**config.mk**
```make
export PLATFORM = sky130hd
export DESIGN_NAME = arts_div_n32_w8
export DESIGN_NICKNAME = d
export VERILOG_FILES = /design/src/rtl/arts_div_pkg.sv /design/src/rtl/arts_seg_detect.sv /design/src/rtl/arts_div_n32_w8.sv
export SDC_FILE = /design/constraint.sdc
export NUM_CORES = 1
export LEC_CHECK = 0
export ABC_AREA = 1
export ABC_CLOCK_PERIOD_IN_PS = 11700
export BUFFER_PORTS_ARGS = -buffer_cell sky130_fd_sc_hd__buf_2
export CORE_MARGIN = 3
export CORE_UTILIZATION = 25
export DETAILED_ROUTE_END_ITERATION = 10
export GPL_TIMING_DRIVEN = 0
export SLEW_MARGIN = 20
export SYNTH_ARGS = -nofsm -noshare
export SYNTH_HDL_FRONTEND = slang
export SYNTH_SLANG_ARGS = --single-unit
export TNS_END_PERCENT = 100
```
**constraint.sdc**
```tcl
create_clock -name clk -period 11.7 [get_ports clk]
set_input_delay 1.17 -clock clk [delete_from_list [all_inputs] [get_ports clk]]
set_output_delay 1.17 -clock clk [all_outputs]
set_load 0.02 [all_outputs]
```
**src/rtl/arts_div_pkg.sv**
```systemverilog
// Shared constants, FSM states and shift helper for the ARTS approximate divider.
package arts_div_pkg;

  localparam int N    = 32;
  localparam int W    = 8;
  localparam int KW   = 2;
  localparam int SEGS = N / W;
  localparam int CW   = $clog2(2 * W);
  localparam int SW   = 8;

  typedef enum logic [2:0] {
    IDLE,
    SEG,
    DIV,
    SCALE,
    DONE
  } state_t;

  typedef logic signed [SW-1:0] shamt_t;

  // Window quotient scale: W*(Ka-Kb) - W, ranges -N..+2W.
  function automatic shamt_t shift_amount(input logic [KW-1:0] ka, input logic [KW-1:0] kb);
    return shamt_t'(W * (int'(ka) - int'(kb)) - W);
  endfunction

endpackage

```
**src/rtl/arts_seg_detect.sv**
```systemverilog
// Leading W-bit segment detection: index, 2W-bit window and leading segment.
module arts_seg_detect
  import arts_div_pkg::*;
(
  input  logic [N-1:0]   x,
  output logic [KW-1:0]  k,
  output logic [2*W-1:0] win,
  output logic [W-1:0]   lead
);

  logic [W-1:0]    seg [SEGS];
  logic [SEGS-1:0] nz;

  for (genvar gi = 0; gi < SEGS; gi++) begin : g_seg
    assign seg[gi] = x[gi*W +: W];
    assign nz[gi]  = |seg[gi];
  end

  always_comb begin
    k = '0;
    for (int i = 0; i < SEGS; i++) begin
      if (nz[i]) k = KW'(i);
    end
  end

  always_comb begin
    lead = seg[k];
    if (k == '0) win = {seg[0], {W{1'b0}}};
    else         win = {seg[k], seg[k - KW'(1)]};
  end

endmodule

```
**src/rtl/arts_div_n32_w8.sv**
```systemverilog
// Sequential approximate unsigned divider: segment windowing, bit-serial
// restoring divide on the window, then rescale by the segment offsets.
module arts_div_n32_w8
  import arts_div_pkg::*;
(
  input  logic         clk,
  input  logic         rst,
  input  logic         in_valid,
  output logic         in_ready,
  input  logic [N-1:0] a,
  input  logic [N-1:0] b,
  output logic         out_valid,
  input  logic         out_ready,
  output logic [N-1:0] q,
  output logic         dbz
);

  state_t         state_reg, state_next;
  logic [N-1:0]   a_reg, a_next;
  logic [N-1:0]   b_reg, b_next;
  logic [2*W-1:0] wd_reg, wd_next;
  logic [W-1:0]   ds_reg, ds_next;
  logic [W:0]     rem_reg, rem_next;
  logic [2*W-1:0] qw_reg, qw_next;
  logic [CW-1:0]  cnt_reg, cnt_next;
  shamt_t         sh_reg, sh_next;
  logic [N-1:0]   q_reg, q_next;
  logic           dbz_reg, dbz_next;

  logic [KW-1:0]  ka, kb;
  logic [2*W-1:0] a_win, b_win;
  logic [W-1:0]   a_lead, b_lead;
  logic [W:0]     rem_shift;
  logic [W:0]     ds_ext;
  logic [N-1:0]   qw_ext;
  logic [SW-1:0]  sh_mag;
  logic           a_zero, b_zero;

  arts_seg_detect u_seg_a (.x(a_reg), .k(ka), .win(a_win), .lead(a_lead));
  arts_seg_detect u_seg_b (.x(b_reg), .k(kb), .win(b_win), .lead(b_lead));

  // Leading segment / window are nonzero exactly when the operand is nonzero.
  assign a_zero    = (a_lead == '0);
  assign b_zero    = (b_win == '0);
  assign rem_shift = (rem_reg << 1) | {{W{1'b0}}, wd_reg[2*W-1]};
  assign ds_ext    = {1'b0, ds_reg};
  assign qw_ext    = {{(N-2*W){1'b0}}, qw_reg};
  assign sh_mag    = sh_reg[SW-1] ? SW'(-sh_reg) : SW'(sh_reg);

  assign q   = q_reg;
  assign dbz = dbz_reg;

  always_comb begin
    state_next = state_reg;
    a_next     = a_reg;
    b_next     = b_reg;
    wd_next    = wd_reg;
    ds_next    = ds_reg;
    rem_next   = rem_reg;
    qw_next    = qw_reg;
    cnt_next   = cnt_reg;
    sh_next    = sh_reg;
    q_next     = q_reg;
    dbz_next   = dbz_reg;
    in_ready   = 1'b0;
    out_valid  = 1'b0;
    case (state_reg)
      IDLE: begin
        in_ready = 1'b1;
        if (in_valid) begin
          a_next     = a;
          b_next     = b;
          state_next = SEG;
        end
      end
      SEG: begin
        wd_next  = a_win;
        ds_next  = b_lead;
        sh_next  = shift_amount(ka, kb);
        rem_next = '0;
        qw_next  = '0;
        cnt_next = CW'(2 * W - 1);
        if (b_zero) begin
          q_next     = '1;
          dbz_next   = 1'b1;
          state_next = DONE;
        end else if (a_zero) begin
          q_next     = '0;
          dbz_next   = 1'b0;
          state_next = DONE;
        end else begin
          dbz_next   = 1'b0;
          state_next = DIV;
        end
      end
      DIV: begin
        wd_next  = wd_reg << 1;
        cnt_next = cnt_reg - CW'(1);
        if (rem_shift >= ds_ext) begin
          rem_next = rem_shift - ds_ext;
          qw_next  = {qw_reg[2*W-2:0], 1'b1};
        end else begin
          rem_next = rem_shift;
          qw_next  = {qw_reg[2*W-2:0], 1'b0};
        end
        if (cnt_reg == '0) state_next = SCALE;
      end
      SCALE: begin
        // Negative shifts drop the bits that fall below bit 0.
        q_next     = sh_reg[SW-1] ? (qw_ext >> sh_mag) : (qw_ext << sh_mag);
        state_next = DONE;
      end
      DONE: begin
        out_valid = 1'b1;
        if (out_ready) state_next = IDLE;
      end
      default: state_next = IDLE;
    endcase
  end

  always_ff @(posedge clk or posedge rst) begin
    if (rst) begin
      state_reg <= IDLE;
      a_reg     <= '0;
      b_reg     <= '0;
      wd_reg    <= '0;
      ds_reg    <= '0;
      rem_reg   <= '0;
      qw_reg    <= '0;
      cnt_reg   <= '0;
      sh_reg    <= '0;
      q_reg     <= '0;
      dbz_reg   <= 1'b0;
    end else begin
      state_reg <= state_next;
      a_reg     <= a_next;
      b_reg     <= b_next;
      wd_reg    <= wd_next;
      ds_reg    <= ds_next;
      rem_reg   <= rem_next;
      qw_reg    <= qw_next;
      cnt_reg   <= cnt_next;
      sh_reg    <= sh_next;
      q_reg     <= q_next;
      dbz_reg   <= dbz_next;
    end
  end

endmodule

```
Word level (Yosys, flattened, before mapping). Index checks and enable logic that the tools add are counted.

Register bits: 160. Memory bits (writable): 0. Memories: 0. Bits in read-only memories: 0. Word-level logic and storage cells: 95. Latch bits: 0.

Multipliers: 0. Magnitude comparators: 5. $add $sub $neg: 7. Reductions and logical operators: 17. Bitwise gates (word level): 5. Equality and inequality tests: 8. Shift operators: 2. Multiplexer cells: 40. Divide/modulo/power cells: 0.

Operators with widths (number): 32-bit two-way mux (3); 8-bit two-way mux (10); 8-bit binary-select mux with 2-bit select (4); 16-bit one-hot mux with 2 select lines (2); 32-bit one-hot mux with 2 select lines (1); 8-bit OR reduction (6); 16-bit two-way mux (2); 16-bit by 8-bit left shift with 32-bit output (1); 16-bit by 8-bit right shift with 32-bit output (1); 16-bit zero test (1); 8-bit one-hot mux with 2 select lines (1); 3-bit two-way mux (5); 3-bit one-hot mux with 5 select lines (1); 3-bit greater-or-equal comparator (second input constant) (4); 2-bit inverter with 3-bit output (4); 9-bit by 8-bit greater-or-equal comparator with 1-bit output (1); 9-bit by 1-bit bitwise OR with 9-bit output (1); 8-bit zero test (1); 2-bit two-way mux (4); 8-bit negator (1); 4-bit one-hot mux with 2 select lines (1); 8-bit subtractor (1); 6-bit by 5-bit subtractor with 7-bit output (second input constant) (1); 3-bit by 2-bit equality test with 1-bit output (second input constant) (2); other kinds (14) (25).

Logic depth before layout (Yosys ltp).
Depth after elaboration: 13. Gate-level depth with buffers: 21. Mapped depth without buffers: 19.

By module. From an unflattened synthesis, not the netlist that was laid out.

Cell total of the unflattened synthesis: 1234. Area total of the unflattened synthesis: 9456.6 µm².

By module, submodules not included: arts_div_n32_w8 (cells each 880, instances 1, area each 7684.9 µm², seq. area each 3903.7 µm²); arts_seg_detect (cells each 177, instances 2, area each 885.8 µm², seq. area each 0.0 µm²).

Worst setup path after synthesis. No wires, ideal clock.

Kind: flip-flop to flip-flop. Start: register a_reg[26]. End: register sh_reg[5]. Slack: 9.049 ns. Data required time: 11.617 ns. Buffers on the path: 2. Period minus slack after synthesis: 2.651 ns. Arrival time: 2.568 ns. Stages on the path, launching flop included: 15. Cells stage by stage: dfrtp_1 -> inv_1 -> nand3_1 -> nor3_2 -> nand2_4 -> inv_2 -> buf_2 -> clkbuf_1 -> ha_1 -> inv_1 -> fa_1 -> inv_1 -> ha_1 -> xor2_1 -> o21ai_0.

Cells in the longest elaborated chain, start to end: 4.

RTL lines: from (decl) (RTL line arts_div_n32_w8.sv:19) `logic [N-1:0] a_reg, a_next;`; from (signal assigned) (RTL line arts_div_n32_w8.sv:136) `a_reg <= a_next;`; 8-bit OR reduction (RTL line arts_seg_detect.sv:16) `assign nz[gi] = |seg[gi];`; 2-bit two-way mux (RTL line arts_seg_detect.sv:22) `if (nz[i]) k = KW'(i);`; 2-bit by 2-bit subtractor with 3-bit output (RTL line arts_div_pkg.sv:23) `return shamt_t'(W * (int'(ka) - int'(kb)) - W);`; 6-bit by 5-bit subtractor with 7-bit output (RTL line arts_div_pkg.sv:23); to (signal assigned) (RTL line arts_div_n32_w8.sv:143) `sh_reg <= sh_next;`; to (decl) (RTL line arts_div_n32_w8.sv:26) `shamt_t sh_reg, sh_next;`.

Every way passes these cells. A chain may end at the register's enable or synchronous reset.

Final worst setup path.
Start: register sh_reg[3]. End: register q_reg[28] (netlist: q[28]).

Cells in the longest elaborated chain, start to end: 5. Elaborated cells between the ends (all ways): 6.

RTL lines: 8-bit negator (RTL line arts_div_n32_w8.sv:48) `assign sh_mag = sh_reg[SW-1] ? SW'(-sh_reg) : SW'(sh_reg);`; 8-bit two-way mux (*) (RTL line arts_div_n32_w8.sv:48); 16-bit by 8-bit left shift with 32-bit output / 16-bit by 8-bit right shift with 32-bit output (equally long branches) (RTL line arts_div_n32_w8.sv:110) `q_next = sh_reg[SW-1] ? (qw_ext >> sh_mag) : (qw_ext << sh_mag);`; 32-bit two-way mux (*) (RTL line arts_div_n32_w8.sv:110); 32-bit one-hot mux with 2 select lines (*) (RTL line arts_div_n32_w8.sv:67) `case (state_reg)`; to (signal assigned) (RTL line arts_div_n32_w8.sv:144) `q_reg <= q_next;`; to (decl) (RTL line arts_div_n32_w8.sv:27) `logic [N-1:0] q_reg, q_next;`.

Mark *: on every way between the ends. The rest lies on a longest branch, timed or not.

==> results_dict.tcl <==
set metrics [dict create \
    outcome "completed" \
    worstPathCellList "clkbuf_1, clkinv_1, clkbuf_1, ha_1, nor2_1, a21oi_2, inv_2, nor4_2, nand2_1, nand2_1, nand3_1, nand2_1" \
    synth.top_cell.area_share 0.461 \
    required_ps 12070 \
    htreeDepth 4 \
    post-route-util 0.308 \
    min_from "q[8]$_DFFE_PP0P_" \
    ir_worst_vdd_mv 0.153 \
    setup_viol 0 \
    post_synth_instance_area_um2 8460 \
    busiest_layer "met2" \
    clockRootBuffer "clkbuf_16" \
    synth_fp_nets 1194 \
    cts.repair.resized 0 \
    max_stage_delay_ps 570 \
    fp.dieW_um 190 \
    synth_common_cells "nand2_1, dfrtp_1, inv_1" \
    critical_path.max_fanout 10 \
    gr-total-overflow 0 \
    clkLatencyLatePin_ps 450 \
    placed_area_um2 9560 \
    maxCapViolCount 0 \
    yosysMostFrequentCell "nand2_1" \
    cts.reportedPaths.clkPinSlew_ps 70 \
    hpwl_um 18200 \
    rsz0062_at_grt "no" \
    io-pin-count 103 \
    skew_ps 16.4 \
    critPathLaunchType "flip-flop" \
    grt_usage 0.135 \
    worst_pin_slew_ps 972 \
    crit_path_top_delay_cell "nor4_2" \
    syn_avg_cell_area_um2 7.62 \
    synth_seq_cells 156 \
    dp_cells 1655 \
    drc 0 \
    use_met1 0.194 \
    cts_tree "built" \
    met3_usage 0.0278 \
    synthFlopType "dfrtp_1" \
    viasPerCell 4.56 \
    postRouteAntennaNets 0 \
    nNetsFinal 1316 \
    finalInstanceArea_um2 10100 \
    antenna_found_initial 0 \
    p_leak_nw 5.28 \
    numCtsBuffers 17 \
    ctsHoldBuffers 0 \
    start_util 0.257 \
    postCtsSetupBuffers 0 \
    fp.coreArea_um2 32900 \
    yosys.area.top_type "dfrtp_1" \
    finalPower_mw 2.50 \
    max_clock_freq_ghz 0.294 \
    p_per_area_nw_per_um2 246 \
    grt_max_degree 89 \
    critPathArrivalTime_ps 3770 \
    yosysUniqueCellTypes 40 \
    final_cells 1687 \
    crit_type "reg -> reg" \
    diodes 0 \
    vias 7695 \
    seq_area_frac_synth 0.461 \
    firstDrtPassIters 5 \
    hold_viol_final 0 \
    port_buffers 102 \
    routedWlPerCell_um 14.1 \
    fin_setup_tns_ps 0 \
    routed_wl_um 23800 \
    min_period_over_period 0.290 \
    synth-edff-count 0 \
    ys_top_cells_by_area "dfrtp_1, nand2_1, inv_1, a21oi_1, nor2_1" \
    dpl_worst_slack_ps 8350 \
    worst_r2r_startpoint "sh_reg[3]$_DFFE_PP0P_" \
    finalCriticalPeriod_ps 3400 \
    dieArea_um2 36100 \
    area_growth_pct 19.9 \
    drive_gt1_frac 0.155 \
    setup_slack_ps 8300 \
    use_met2 0.207 \
    slew-limit-headroom 0.346 \
    cpMostUsedCell "nand2_1" \
    row_count 66 \
    grt_pass1_vias 7487 \
    yosysWarnings 0 \
    grt_pass1_wl_um 39100 \
    globalplace.congestion 0.888 \
    cts.path.max_buffers 2 \
    drt_iter0_drc 558 \
    crit_start "sh_reg[3]$_DFFE_PP0P_" \
    async_flop_share 1.00 \
    whs_ps 466 \
    syn-instance-count 1110 \
    hold_class "reg -> reg" \
    maxSlewViolCount 0 \
    worstSetupEndpointType "flip-flop" \
    clkSinkCount 156 \
    fp.dieH_um 190 \
]
==> layout make-up <==
class                      count  area, µm²
sequential                   156       3900
buffer                        51        251
inverter                     147        559
fill                        3576      22800
multi-input combinational    756       3750
tap                          442        553
clock buffer                  18        439
timing repair buffer         103        538
clock inverter                14        149
==> report_power, final <==
group	leakage, nW	internal (mW)	switching [mW]
registers	1.90	0.731	0.123
clock network	0.278	0.307	0.256
logic	3.10	0.360	0.718
total	5.28	1.40	1.10
==> layer usage <==
metal	routed length, µm	share of wire
met5	0	0
met4	337	0.014
met3	1370	0.058
met2	10400	0.44
met1	11700	0.49
==> critical path, delay by kind of cell, from the launching register on <==
kind / cells / cell delay [ps]
compound gates: 1 / 340
fa+ha+maj: 1 / 370
buf+inv: 4 / 1220
flops: 1 / 320
simple gates: 6 / 1050
==> final timing paths <==
check | endpoint | slack [ps] | cells past startpoint
min in group asynchronous | q[3]$_DFFE_PP0P_ | 780 | 2
worst max-delay path | q[28]$_DFFE_PP0P_ | 8300 | 12
worst min register to register | q[8]$_DFFE_PP0P_ | 470 | 2
worst max register to register | q[28]$_DFFE_PP0P_ | 8300 | 12
worst min-delay path | q[8]$_DFFE_PP0P_ | 470 | 2
max in group asynchronous | a_reg[28]$_DFFE_PP0P_ | 10100 | 3
==> placed cells by master, fill, tap and decap left out, drive strengths merged, types with 3 or more instances in the layout <==
cell	instances
o21ai	66
nand3	70
buf	120
nand2	304
o22ai	32
o32ai	8
nand4	5
nor2	112
dfrtp	156
xor2	3
inv	154
xnor2	3
ha	14
a21oi	84
clkbuf	52
nor4	4
clkinvlp	4
o211ai	10
nor3	10
o221ai	13
mux2	10
==> cell families (layout without fill, tap and decap cells) <==
| family | after synthesis | after routing | synth area share |
|---|---|---|---|
| muxes | 10 | 10 | 0.0133 |
| AOI/OAI and AO/OA | 216 | 216 | 0.146 |
| DFF | 156 | 156 | 0.461 |
| xor gates and xnor gates | 6 | 6 | 0.00621 |
| buffers and inverters | 198 | 333 | 0.0950 |
| and+or+nand+nor | 508 | 508 | 0.252 |
| adders and majority gates | 16 | 16 | 0.0254 |
Note: power is estimated with default switching activity, not from simulation.
